==> config.mk <==
export PLATFORM = sky130hd
export DESIGN_NAME = fpu_main_ctrl
export DESIGN_NICKNAME = d
export VERILOG_FILES = /design/src/rtl/fpu_main_ctrl.sv
export SDC_FILE = /design/constraint.sdc
export NUM_CORES = 1
export LEC_CHECK = 0
export BUFFER_PORTS_ARGS = -buffer_cell sky130_fd_sc_hd__buf_2
export CAP_MARGIN = 30
export CORE_ASPECT_RATIO = 0.6
export CORE_MARGIN = 5
export CORE_UTILIZATION = 30
export DETAILED_ROUTE_END_ITERATION = 12
export GPL_ROUTABILITY_DRIVEN = 0
export PLACE_DENSITY = 0.58
export SKIP_CTS_REPAIR_TIMING = 1
export SYNTH_ARGS = -nofsm -noshare
export SYNTH_HDL_FRONTEND = slang
export SYNTH_SLANG_ARGS = --single-unit
export TNS_END_PERCENT = 20
==> constraint.sdc <==
create_clock -name clk -period 12.8 [get_ports clk]
set_input_delay 0.64 -clock clk [delete_from_list [all_inputs] [get_ports clk]]
set_output_delay 0.64 -clock clk [all_outputs]
set_load 0.05 [all_outputs]
==> src/rtl/fpu_main_ctrl.sv <==
// fpu_main_ctrl: CPU-side command/handshake controller for the FPU core.
// Holds byte-written operands and opcode, turns a level start into a
// one-cycle core start pulse, waits for the core result with a timeout,
// and holds done until the CPU releases start.
//
// Handshake: the CPU raises start (level) while the controller is idle; the
// controller answers with exactly one core_start pulse, keeps busy high while
// waiting, accepts the first core_result_valid strobe seen in WAIT (including
// the core_start cycle), then raises done and holds it until start is low.
// Strobes outside WAIT carry no meaning and are dropped.
module fpu_main_ctrl #(
  parameter int          TIMEOUT_CYCLES = 4096,
  parameter logic [31:0] NAN_VALUE      = 32'h7FC00000
) (
  input  logic        clk,
  input  logic        arst,
  input  logic [3:0]  cpu_addr,
  input  logic [7:0]  cpu_wdata,
  input  logic        cpu_we,
  output logic [7:0]  cpu_rdata,
  input  logic        start,
  output logic        busy,
  output logic        done,
  output logic [3:0]  core_op,
  output logic [31:0] core_a,
  output logic [31:0] core_b,
  output logic        core_start,
  input  logic        core_result_valid,
  input  logic [31:0] core_result,
  output logic [1:0]  dbg_state
);

  localparam int CW = (TIMEOUT_CYCLES > 2) ? $clog2(TIMEOUT_CYCLES) : 1;
  localparam logic [CW-1:0] CNT_LAST = CW'(TIMEOUT_CYCLES - 1);
  localparam logic [3:0]    OP_ILLEGAL = 4'hF;

  typedef enum logic [1:0] {
    S_IDLE       = 2'd0,
    S_WAIT       = 2'd1,
    S_FINISH     = 2'd2,
    S_WAIT_START = 2'd3
  } state_e;

  state_e        state_q, state_d;
  logic [31:0]   a_q, a_d;
  logic [31:0]   b_q, b_d;
  logic [3:0]    op_q, op_d;
  logic [31:0]   snap_a_q, snap_a_d;
  logic [31:0]   snap_b_q, snap_b_d;
  logic [3:0]    snap_op_q, snap_op_d;
  logic [31:0]   result_q, result_d;
  logic          timeout_q, timeout_d;
  logic          busy_q, busy_d;
  logic          done_q, done_d;
  logic          core_start_q, core_start_d;
  logic [CW-1:0] cnt_q, cnt_d;

  // State and datapath registers; everything returns to zero/IDLE on arst.
  always_ff @(posedge clk or posedge arst) begin
    if (arst) begin
      state_q      <= S_IDLE;
      a_q          <= '0;
      b_q          <= '0;
      op_q         <= '0;
      snap_a_q     <= '0;
      snap_b_q     <= '0;
      snap_op_q    <= '0;
      result_q     <= '0;
      timeout_q    <= 1'b0;
      busy_q       <= 1'b0;
      done_q       <= 1'b0;
      core_start_q <= 1'b0;
      cnt_q        <= '0;
    end else begin
      state_q      <= state_d;
      a_q          <= a_d;
      b_q          <= b_d;
      op_q         <= op_d;
      snap_a_q     <= snap_a_d;
      snap_b_q     <= snap_b_d;
      snap_op_q    <= snap_op_d;
      result_q     <= result_d;
      timeout_q    <= timeout_d;
      busy_q       <= busy_d;
      done_q       <= done_d;
      core_start_q <= core_start_d;
      cnt_q        <= cnt_d;
    end
  end

  // Next-state logic: CPU register writes (idle only) and the control FSM.
  always_comb begin
    state_d      = state_q;
    a_d          = a_q;
    b_d          = b_q;
    op_d         = op_q;
    snap_a_d     = snap_a_q;
    snap_b_d     = snap_b_q;
    snap_op_d    = snap_op_q;
    result_d     = result_q;
    timeout_d    = timeout_q;
    busy_d       = busy_q;
    done_d       = done_q;
    core_start_d = 1'b0;
    cnt_d        = cnt_q;

    // Operand/opcode writes are only honoured while no operation is running,
    // so the CPU can never disturb an operation in flight.
    if ((state_q == S_IDLE) && cpu_we) begin
      if (cpu_addr[3:2] == 2'b00) begin
        a_d[{cpu_addr[1:0], 3'b000} +: 8] = cpu_wdata;
      end else if (cpu_addr[3:2] == 2'b01) begin
        b_d[{cpu_addr[1:0], 3'b000} +: 8] = cpu_wdata;
      end else if (cpu_addr == 4'd8) begin
        op_d = cpu_wdata[3:0];
      end
    end

    case (state_q)
      S_IDLE: begin
        busy_d = 1'b0;
        done_d = 1'b0;
        if (start) begin
          snap_a_d  = a_q;
          snap_b_d  = b_q;
          snap_op_d = op_q;
          if (op_q != OP_ILLEGAL) begin
            timeout_d    = 1'b0;
            cnt_d        = '0;
            core_start_d = 1'b1;
            busy_d       = 1'b1;
            state_d      = S_WAIT;
          end else begin
            result_d  = NAN_VALUE;
            timeout_d = 1'b1;
            state_d   = S_FINISH;
          end
        end
      end
      S_WAIT: begin
        // A result arriving on the last counted cycle still wins.
        if (core_result_valid) begin
          result_d = core_result;
          state_d  = S_FINISH;
        end else if (cnt_q == CNT_LAST) begin
          result_d  = NAN_VALUE;
          timeout_d = 1'b1;
          state_d   = S_FINISH;
        end else begin
          cnt_d = cnt_q + 1'b1;
        end
      end
      S_FINISH: begin
        busy_d  = 1'b0;
        done_d  = 1'b1;
        state_d = S_WAIT_START;
      end
      S_WAIT_START: begin
        // Start must be seen low before another operation can begin.
        if (!start) begin
          done_d  = 1'b0;
          state_d = S_IDLE;
        end
      end
      default: begin
        state_d = S_IDLE;
      end
    endcase
  end

  // Combinational CPU readback mux.
  always_comb begin
    cpu_rdata = 8'h00;
    if (cpu_addr[3:2] == 2'b00) begin
      cpu_rdata = result_q[{cpu_addr[1:0], 3'b000} +: 8];
    end else if (cpu_addr[3:2] == 2'b01) begin
      cpu_rdata = b_q[{cpu_addr[1:0], 3'b000} +: 8];
    end else if (cpu_addr == 4'd8) begin
      cpu_rdata = {5'b00000, timeout_q, done_q, busy_q};
    end
  end

  assign busy       = busy_q;
  assign done       = done_q;
  assign core_start = core_start_q;
  assign core_op    = snap_op_q;
  assign core_a     = snap_a_q;
  assign core_b     = snap_b_q;
  assign dbg_state  = state_q;

endmodule
# Yosys cells after proc, flatten, opt, wreduce, memory -nomap -nowiden

Cells that the tools add are included.

Register bits: 186
Bits in latches: 0
RAM bits: 0
Memory bits (read-only): 0
Input bits: 49
Memories: 0

Add/subtract/negate cells: 2
Multipliers: 0
Divide/modulo/power cells: 0
$lt $le $gt $ge: 0
Equality and inequality tests: 15
Shift operators: 4
Multiplexer cells: 32
Bitwise logic cells: 2
Reductions and logical operators: 15

Operators by type and width:

| kind                                                  | count |
|---|---|
| 2-to-1 mux 32 bit                                     | 4 |
| bitwise mux 32 bit                                    | 2 |
| one-hot mux 32 bit (2 select lines)                   | 1 |
| indexed part select 32 x 6 -> 8 bit                   | 2 |
| 2-to-1 mux 12 bit                                     | 4 |
| variable shift 8 x 7 -> 32 bit (first input constant) | 1 |
| indexed part select 8 x 7 -> 32 bit                   | 1 |
| one-hot mux 12 bit (2 select lines)                   | 1 |
| 2-to-1 mux 8 bit                                      | 2 |
| adder 12 x 1 -> 12 bit (second input constant)        | 1 |
| == test 12 bit (second input constant)                | 1 |
| != test 2 bit (second input constant)                 | 6 |
| AND reduction 4 bit                                   | 3 |
| 2-to-1 mux 2 bit                                      | 5 |
| 2-to-1 mux 1 bit                                      | 8 |
| one-hot mux 2 bit (4 select lines)                    | 1 |
| negation 5 -> 7 bit                                   | 1 |
| AND reduction 2 bit                                   | 3 |
| AND reduction 3 bit                                   | 2 |
| AND reduction 5 bit                                   | 1 |
| == test 2 x 1 -> 1 bit (second input constant)        | 2 |
| == test 2 bit (second input constant)                 | 2 |
| == test 4 bit (second input constant)                 | 1 |
| zero test 2 bit                                       | 2 |
| other kinds (10)                                      | 13 |

# Longest topological paths before layout

Word-level depth: 4
Gate-level depth with buffers: 8
Mapped depth without buffers: 6

# Worst setup path after synthesis

Ideal clock, no wire load.

Path kind: in2out
Start: input port cpu_addr[1]
End: output port cpu_rdata[0]
Arrival time: 2.280 ns
Data required time: 12.160 ns
Slack: 9.880 ns
Cell stages on the path: 4
Buffers on the path: 1
Cell sequence: clkbuf_1 mux4_2 mux2i_1 o21ai_0

Word-level cells in the longest chain between the ends: 4

Ends and longest elaborated chain:

| item                                                                        | RTL line | text |
|---|---|---|
| start: declaration                                                          | 17       | `input logic [3:0] cpu_addr,` |
| branches (longest 3 deep; another with indexed part select 32 x 6 -> 8 bit) | n/a      |  |
| 2-to-1 mux 8 bit *                                                          | 174      | `if (cpu_addr[3:2] == 2'b00) begin` |
| end: declaration                                                            | 20       | `output logic [7:0] cpu_rdata,` |

Every way passes the cells marked *.

# Final worst setup path

Start: input port cpu_addr[0]
End: output port cpu_rdata[2]

Same word-level chain as after synthesis.

==> flow_summary_export.csv <==
group,metric,value,unit
sta,fin_worst_skew,0.00923,ns
sta,timing.fmax,0.328,GHz
die,die-area,30700,µm²
pwr,p_leak,4.91,nW
synthesis,ys_types,54,
synthesis,synth.area.mux_share,0.209,
global_route,grt_max_degree,83,
synthesis,ys.flop_type,"dfrtp_1",
synthesis,yosysWarnings,0,
die,start_util,0.307,
setup_path,arrival,2.41,ns
cts,cts_sinks,186,
global_route,grt-busiest-layer,"met1",
pwr,ir_drop,0.0990,mV
sta,relSlewSlack,0.301,
sta,tns,0,ns
synthesis,async_reset_ff_frac,1.00,
sta,setup_viol,0,
placed_design,io_buffers,129,
synthesis,synth_top_family_by_area,"multiplexers",
finish,fin_nets,798,
finish,drive_gt1_frac,0.393,
placed_design,dpl.hpwl,16300,µm
cts,clkLatencyLatePin,0.44,ns
global_route,antenna_found_initial,2,
global_route,grt_overflow_total,0,
synthesis,synthCells,614,
global_route,first_global_vias,5490,
setup_path,start_kind,"input pin",
detailed_routing,wire_per_inst,20.1,µm
outcome,status,"completed",
synthesis,synth_compound_area_frac,0.0840,
pwr,power.total,2.11,mW
sta,grt_setup_unrepaired,"false",
global_route,grt_util_all_layers,0.149,
setup_path,r2r_start,"dbg_state[0]",
detailed_routing,postRouteAntennaNets,0,
sta,finalCritPeriodShare,0.238,
detailed_routing,post-route-drc-count,0,
detailed_routing,num_vias,5382,
finish,final_util,0.367,
synthesis,synth_area,8150,µm²
setup_path,path_cells,"buf_2 -> inv_1 -> ha_1 -> nand2_1 -> nor2_1 -> nand2_1 -> o21ai_0 -> buf_2",
setup_path,critPathRequiredTime,12.16,ns
setup_path,crit_type,"in -> out",
finish,layout_common_cells,"dfrtp_1, buf_2, mux2_2",
synthesis,synthesis.nets,674,
global_route,grt.met1_usage,0.233,
finish,syn2layout_area_growth,19.7,%
setup_path,max_stage_delay,0.54,ns
global_route,grtUsageMet2,0.196,
detailed_routing,wl,22300,µm
cts,htree_num_levels,4,
hold_path,hold_path_class,"in -> async",
die,ios,130,
synthesis,yosys.area_share.simple,0.0860,
setup_path,end_kind,"output port",
cts,clk_pin_slew,0.07,ns
detailed_routing,drtIter0Drc,370,
die,core-area,26600,µm²
cts,cts_root_buffer,"clkbuf_16",
finish,antenna_cells,0,
sta,hold_viol_final,0,
setup_path,cp-startpoint,"cpu_addr[0]",
synthesis,synthAdderAreaFrac,0.0169,
detailed_routing,viasPerCell,4.85,
sta,slew_violations,0,
synthesis,ys_ff_latch,186,
sta,tightestPinTransition,1.05,ns
detailed_routing,dr.pass1.iters,4,
run,cap_violations,0,
die,die_height,138,µm
die,die_w,223,µm
synthesis,synth_edf_count,0,
pwr,cellPowerDensity,216,nW/µm²
cts,clk_path_buf_depth,2,
cts,cts_tree,"done",
global_route,grt_use_met3,0.0483,
die,num_rows,46,
synthesis,synth_seq_area_share,0.571,
synthesis,syn_avg_cell_area,13.3,µm²
setup_path,cp_slowest_cell,"buf_2",
setup_path,path_max_fanout,21,
synthesis,yosys.area_share.xor_xnor,0.00107,
finish,final_common_cell,"dfrtp_1",
cts,cts_buffers,17,
global_route,grt_pass1_wl,34300,µm
sta,min_period,3.05,ns
[path summary, 6_finish.rpt]
check / endpoint / slack [ns] / cells past startpoint
max: cpu_rdata[2] / 9.75 / 8
min: core_b[21] / 0.24 / 2
max reg2reg: op_q[1] / 10.18 / 5
min reg2reg: core_a[6] / 0.48 / 2
max in group asynchronous: core_op[0] / 10.45 / 4
min in group clk: result_q[16] / 0.42 / 2
[cells in the mapped netlist (2+ instances only)]
cell type  count  area, µm²
and3_1         2       12.5
a21oi_2        2       17.5
and2_1        20        125
dfrtp_1      186       4650
a41oi_1        2       17.5
mux2i_1       23        230
buf_2         18       90.1
clkbuf_1       7       26.3
mux2_2        98       1100
nand2_1       61        229
a31oi_1        7       43.8
mux4_2        16        360
nand3_1        5       25.0
nor2_1        11       41.3
o221ai_1       3       26.3
nand4_1        4       25.0
or3_1          2       12.5
nand2b_1       3       18.8
a22o_1        23        201
o31ai_1        3       22.5
o22a_1        10       87.6
nor3b_1        2       15.0
buf_6          4       45.0
a21oi_1        3       15.0
ha_1          11        138
o21ai_0       33        165
inv_1         26       97.6
nor3_1         3       15.0
[metal layers]
layer,up-vias,routed length [µm]
met5,-,13
met2,154,8810
met1,2756,11900
met3,13,1500
li1,2457,-
met4,2,129
[final cells by class]
type,instances,area (µm²)
fillers,2602,16800
repair buffers,134,718
multi-input cells,373,3240
clock inverters,10,119
flip-flops and latches,186,4650
clock buffers,21,470
inverters,26,103
well taps,360,450
[worst max-delay path, delay by kind of cell]
family	cells	cell delay, ns
AO/OA/AOI/OAI	1	0.10
adder cells (fa/ha/maj)	1	0.32
buffers and inverters	3	1.01
AND/OR/NAND/NOR	3	0.32
[state kept, by name, summed over array words and instances, names as in the netlist]
signal,flops
a_q,32
b_q,32
busy,1
cnt_q,12
core_a,32
core_b,32
core_op,4
core_start,1
dbg_state,2
done,1
op_q,4
result_q,32
timeout_q,1
[stage by stage]
stage | setup WS (ns) | cells | hold slack (ns) | cell area [µm²]
finish | 9.75 | 1110 | 0.243 | 9760
global route | 9.58 | 1110 | 0.275 | 9760
CTS | 9.72 | 1108 | 0.257 | 9720
detailed placement | 9.58 | 1077 | 0.470 | 9130
global placement | 9.62 | 1076 | 0.458 | 9110
floorplan | 7.10 | 614 | 0.450 | 8150
[report_power, final]
group	internal (mW)	switching, mW	total, mW	leakage (nW)
combinational	0.243	0.495	0.738	2.19
sequential	0.740	0.0962	0.836	2.45
clock	0.302	0.233	0.535	0.269
[logic make-up after synthesis]
family                   count (synthesis)
buffers and inverters                   55
AND/OR/NAND/NOR                        129
flip-flops                             186
AO/OA/AOI/OAI                           94
multiplexers                           138
adder cells (fa/ha/maj)                 11
XOR/XNOR                                 1
Power figures use the tool's default switching activity.
